## src/rtl/mul_sequencer.sv

```systemverilog
`timescale 1ns/1ps
// -----------------------------------------------------------------------------
// mul_sequencer
//   Multi-cycle shift-add multiplier that sits beside the single-cycle EX-stage
//   ALU. It accepts one MUL (ALUCtrl_i == MUL_CODE) while idle and stalls the
//   pipeline while it iterates. It then returns the low WIDTH bits of the
//   product together with a one-cycle valid pulse. Non-MUL ops are ignored.
//   The low bits are the same for signed and unsigned operands.
//
// Configuration macro:
//   MUL_SEQ_EARLY_EXIT_EN - when defined, iteration stops as soon as the
//                           remaining multiplier bits are all zero. Latency is
//                           then 2 + index of the highest set bit of data2_i.
//                           When undefined, latency is always WIDTH+1.
//
// Ports:
//   clk_i      in   1      clock, rising edge
//   rst_i      in   1      synchronous reset, active-high
//   valid_i    in   1      EX-stage op valid
//   ALUCtrl_i  in   3      ALU control code
//   data1_i    in   WIDTH  multiplicand (rs1)
//   data2_i    in   WIDTH  multiplier (rs2)
//   flush_i    in   1      abort in-flight multiply
//   stall_o    out  1      combinational: hold pipeline while a multiply is pending
//   busy_o     out  1      registered: sequencer not idle
//   valid_o    out  1      registered one-cycle pulse, result_o valid
//   result_o   out  WIDTH  registered (data1*data2) mod 2^WIDTH, held until next result
// -----------------------------------------------------------------------------
module mul_sequencer #(
    parameter int          WIDTH    = 32,
    parameter logic [2:0]  MUL_CODE = 3'b000
) (
    input  logic             clk_i,
    input  logic             rst_i,
    input  logic             valid_i,
    input  logic [2:0]       ALUCtrl_i,
    input  logic [WIDTH-1:0] data1_i,
    input  logic [WIDTH-1:0] data2_i,
    input  logic             flush_i,
    output logic             stall_o,
    output logic             busy_o,
    output logic             valid_o,
    output logic [WIDTH-1:0] result_o
);

    localparam int              CNT_W    = $clog2(WIDTH);
    localparam logic [CNT_W-1:0] CNT_LAST = CNT_W'(WIDTH - 1);

    typedef enum logic [1:0] {
        ST_IDLE = 2'd0,
        ST_BUSY = 2'd1,
        ST_DONE = 2'd2
    } state_t;

    state_t           state_r;
    state_t           state_next_s;
    logic [WIDTH-1:0] mcand_r;
    logic [WIDTH-1:0] mplier_r;
    logic [WIDTH-1:0] acc_r;
    logic [CNT_W-1:0] cnt_r;
    logic             busy_r;
    logic             valid_r;
    logic [WIDTH-1:0] result_r;

    logic             start_s;
    logic             last_s;
    logic [WIDTH-1:0] addend_s;
    logic [WIDTH-1:0] acc_next_s;
    logic             stall_s;

    // Accept decision, one shift-add step, next-state and stall generation.
    always_comb begin
        start_s      = 1'b0;
        last_s       = 1'b0;
        addend_s     = {WIDTH{1'b0}};
        acc_next_s   = acc_r;
        stall_s      = 1'b0;
        state_next_s = state_r;

        start_s = valid_i & (ALUCtrl_i == MUL_CODE) & (state_r == ST_IDLE) & ~flush_i;

        if (mplier_r[0]) begin
            addend_s = mcand_r;
        end else begin
            addend_s = {WIDTH{1'b0}};
        end
        // Carry out of the top bit is discarded: only the low WIDTH bits matter.
        acc_next_s = acc_r + addend_s;

`ifdef MUL_SEQ_EARLY_EXIT_EN
        // Stop once the bits still to be shifted in after this step are all zero.
        last_s = (cnt_r == CNT_LAST) || (mplier_r[WIDTH-1:1] == {(WIDTH-1){1'b0}});
`else
        last_s = (cnt_r == CNT_LAST);
`endif

        stall_s = start_s | (state_r == ST_BUSY);

        case (state_r)
            ST_IDLE: begin
                if (start_s) begin
                    state_next_s = ST_BUSY;
                end else begin
                    state_next_s = ST_IDLE;
                end
            end
            ST_BUSY: begin
                if (flush_i) begin
                    state_next_s = ST_IDLE;
                end else if (last_s) begin
                    state_next_s = ST_DONE;
                end else begin
                    state_next_s = ST_BUSY;
                end
            end
            ST_DONE: begin
                state_next_s = ST_IDLE;
            end
            default: begin
                state_next_s = ST_IDLE;
            end
        endcase
    end

    // State register, shift-add datapath and registered outputs.
    always_ff @(posedge clk_i) begin
        if (rst_i) begin
            state_r  <= ST_IDLE;
            mcand_r  <= {WIDTH{1'b0}};
            mplier_r <= {WIDTH{1'b0}};
            acc_r    <= {WIDTH{1'b0}};
            cnt_r    <= {CNT_W{1'b0}};
            busy_r   <= 1'b0;
            valid_r  <= 1'b0;
            result_r <= {WIDTH{1'b0}};
        end else begin
            state_r <= state_next_s;
            busy_r  <= (state_next_s != ST_IDLE);
            // The pulse and the result are registered on entry to DONE, so both
            // are visible during the DONE cycle itself. A flush that arrives in
            // DONE therefore only returns the FSM to IDLE.
            valid_r <= (state_next_s == ST_DONE);

            case (state_r)
                ST_IDLE: begin
                    if (start_s) begin
                        mcand_r  <= data1_i;
                        mplier_r <= data2_i;
                        acc_r    <= {WIDTH{1'b0}};
                        cnt_r    <= {CNT_W{1'b0}};
                    end
                end
                ST_BUSY: begin
                    if (!flush_i) begin
                        acc_r    <= acc_next_s;
                        mcand_r  <= mcand_r << 1;
                        mplier_r <= mplier_r >> 1;
                        if (last_s) begin
                            result_r <= acc_next_s;
                        end else begin
                            // Counter stops at WIDTH-1 and never wraps.
                            cnt_r <= cnt_r + CNT_W'(1);
                        end
                    end
                end
                ST_DONE: begin
                    cnt_r <= {CNT_W{1'b0}};
                end
                default: begin
                    cnt_r <= {CNT_W{1'b0}};
                end
            endcase
        end
    end

    assign stall_o  = stall_s;
    assign busy_o   = busy_r;
    assign valid_o  = valid_r;
    assign result_o = result_r;

endmodule

```

## config.mk

```make
export PLATFORM = sky130hd
export DESIGN_NAME = mul_sequencer
export DESIGN_NICKNAME = d
export VERILOG_FILES = /design/src/rtl/mul_sequencer.sv
export SDC_FILE = /design/constraint.sdc
export NUM_CORES = 1
export LEC_CHECK = 0
export BUFFER_PORTS_ARGS = -buffer_cell sky130_fd_sc_hd__buf_2
export CAP_MARGIN = 20
export CORE_MARGIN = 3
export CORE_UTILIZATION = 58
export DETAILED_ROUTE_END_ITERATION = 10
export HOLD_SLACK_MARGIN = 0.03
export PLACE_DENSITY = 0.84
export SYNTH_ARGS = -nofsm -noshare
export SYNTH_HDL_FRONTEND = slang
export SYNTH_SLANG_ARGS = --single-unit
export TNS_END_PERCENT = 20
```

## constraint.sdc

```tcl
create_clock -name clk_i -period 3.7 [get_ports clk_i]
set_input_delay 0.555 -clock clk_i [delete_from_list [all_inputs] [get_ports clk_i]]
set_output_delay 0.555 -clock clk_i [all_outputs]
set_load 0.1 [all_outputs]
```

==> impl_metrics.yaml <==
worst_setup_path:
  r2r_start: "mplier_r[0]"
  r2r-end: "result_o[28]"
  cp.required_ns: 4.08
  cp_num_cells: 11
  cp_slowest_cell: "or4_1"
  cp-start-kind: "flip-flop"
  cp_slowest_stage_delay_ns: 0.48
  worst-setup-path-type: "flip-flop to flip-flop"
  worst_ep_arrival_time_ns: 3.81
  cp_num_buf_inv: 1
  cp_max_fo: 13
  cp_top_family: "compound AO/OA/AOI/OAI gates"
  rr_worst_depth: 11
  end_kind: "flip-flop"
  cp_cell_sequence: "buf_4 > and2_1 > ha_1 > and4_1 > nand2_2 > o31ai_4 > a21oi_2 > o41a_1 > o311a_1 > or4_1 > nand3_1"
  r2r_slack_ns: 0.26
global_routing:
  grtUsageMet1_pct: 33.15
  grt_pass1_wl_mm: 28.01
  first_global_vias: 5836
  antenna_found_initial: 2
  grt_use_total_pct: 25.81
  grt_remaining_overflow: 0
  use_met2_pct: 40.95
  top_usage_layer: "met2"
  gr-usage-met3_pct: 7.404
  grt_max_degree: 119
yosys:
  synth-edff-count: 0
  yosysTopAreaCellShare_pct: 38.21
  synthTopCellsByCount: "dfxtp_1 (137), nor2_1 (115), a211oi_1 (72)"
  synthFlopType: "dfxtp_1"
  yosysTopAreaCell: "dfxtp_1"
  synth_area_per_cell_um2: 8.668
  yosysMostFrequentCell: "dfxtp_1"
  synthArstFlopShare_pct: 0
  yosysSeqAreaShare_pct: 38.21
  mappedNetlistArea_um2: 7177
  netlist_instances: 828
  yosys_register_bits: 137
  synth.area.top_cells: "dfxtp_1 (38%), mux2i_1 (8.8%), a211oi_1 (7.5%)"
  syn_nets: 933
  synth_cell_types: 58
  synth-warning-count: 0
timing:
  drv_slew: 0
  grt_setup_unrepaired: "false"
  setup_viol: 0
  slew-limit-headroom_pct: 34.32
  setup_ws_ns: 0.2627
  timing.final.crit_share_pct: 92.90
  worst_pin_slew_ns: 0.9842
  hold_viol: 0
  max_freq_ghz: 0.2909
  fin_skew_ns: 0.01228
  min_period_ns: 3.437
  final.setup.tns_ns: 0
die:
  row_count: 40
  die_y_um: 117.2
  die_area_um2: 13750
  core_area_um2: 12060
  die_w_um: 117.2
  io-pin-count: 106
  initial_core_util_pct: 59.50
layout:
  finalNonFillerCells: 1083
  utilization_pct: 69.24
  area_delta_synth_final_pct: 16.37
  fin_nets: 1008
  diodes: 0
  drive_gt1_share_pct: 16.50
clock_tree:
  hold_buffers: 0
  cts_max_path_buffers: 2
  cts_tree: "built"
  cts_buffers: 17
  clk_latency_ns: 0.43
  root_buffer: "clkbuf_16"
  post_cts_buffers: 0
  cts_resized: 0
  clk_pin_slew_ns: 0.06
  cts_sinks: 137
  h-tree-depth: 4
routing:
  ant_nets: 0
  via_count: 6190
  drtIter0Drc: 360
  routed_wirelength_mm: 17.15
  dr.pass1.iters: 4
  drc: 0
  drt-vias-per-instance: 5.716
  wl_per_cell_um: 15.83
pwr:
  irDropWorstVdd_mv: 0.3403
  power_density_nw_per_um2: 389.4
  leakagePower_nw: 3.924
flow_run:
  drv_cap: 0
place:
  pre_cts_slack_ns: 0.3137
  port_buffers: 105
  place_congestion: 0.9492
  dp.cells: 1052
  place_hpwl_mm: 11.76
run_status:
  status: "completed"
min_path:
  worstHoldStart: "data2_i[31]"
  hold_path.class: "input port to flip-flop"
  whs_path_depth: 3
  min_to: "mplier_r[31]"
[per-layer routing]
metal / up-vias / part of all wire [%]
met3: 30 / 5.9
li1: 3137 / -
met4: 4 / 1.7
met5: - / 0.15
met1: 2838 / 46
met2: 181 / 46
[cells in the final DEF, fill, tap and decap left out, types with 3 or more instances in the layout]
cell,n
a211oi_1,72
a21o_1,23
a21oi_1,47
a22o_1,13
a22oi_1,17
a31oi_1,3
and2_1,32
and3_1,4
buf_2,104
buf_4,10
clkbuf_1,3
clkbuf_16,17
clkbuf_8,3
clkinv_2,5
dfxtp_1,137
ha_1,33
inv_1,5
mux2i_1,63
nand2_1,58
nand2b_1,5
nand3_1,7
nand3b_1,4
nand4_1,5
nor2_1,114
nor2b_1,4
nor3_1,11
nor3b_1,7
nor4_1,3
o21a_1,7
o21ai_0,6
o21ai_1,19
xnor2_1,15
xor2_1,15
[worst reg2reg max path, delay by kind of cell, from the launching register on]
family                   cells  cell delay [ns]
AO/OA/AOI/OAI                4             1.34
AND/OR/NAND/NOR              5             1.07
adder cells (fa/ha/maj)      1             0.35
flip-flops                   1             0.41
buffers and inverters        1             0.23
[report_power, final]
part	leakage, nW	switching (mW)	internal (mW)
combinational	2.55	0.0886	0.0680
sequential	1.11	0.0137	1.50
clock	0.273	0.618	0.967
total	3.92	0.721	2.53
[registers in the layout (all words and copies together) (netlist names)]
register,cells
acc_r,32
mcand_r,32
mplier_r,32
result_o,32
cnt_r,5
state_r,2
busy_o,1
valid_o,1
[cell families after synthesis]
family	count (synthesis)	share of synthesized area (%)
and+or+nand+nor	271	17.83
AOI/OAI and AO/OA	228	21.95
DFF	137	38.21
buffers and inverters	64	3.365
muxes	64	8.943
adders and majority gates	34	6.032
xor gates and xnor gates	30	3.661
[per-stage QoR]
step / area (um2) / hold WS (ns) / total power [mW]
5_1_grt: 8352 / 0.4176 / 3.356
2_1_floorplan: 7177 / 0.4297 / 1.636
3_5_place_dp: 7802 / 0.4451 / 1.698
6_report: 8352 / 0.3893 / 3.252
4_1_cts: 8352 / 0.3745 / 3.274
3_3_place_gp: 7795 / 0.4403 / 1.695
[layout make-up]
cell class	instances	area [um2]
repair buffers	115	615.6
clock buffers	23	478.0
inverters	5	18.77
flip-flops and latches	137	2743
fillers	1020	3710
clock inverters	8	71.32
well taps	168	210.2
multi-input cells	627	4215
[worst max-delay path by stage]
stage	from	end	slack [ns]
floorplan	mplier_r[0]	result_o[28]	0.45
detailed placement	mplier_r[0]	result_o[28]	0.31
finish	mplier_r[0]	result_o[28]	0.26
global route	mplier_r[0]	result_o[28]	0.03
global placement	mplier_r[0]	result_o[28]	0.36
CTS	mplier_r[0]	result_o[28]	0.27
(Power assumes the default switching activity.)
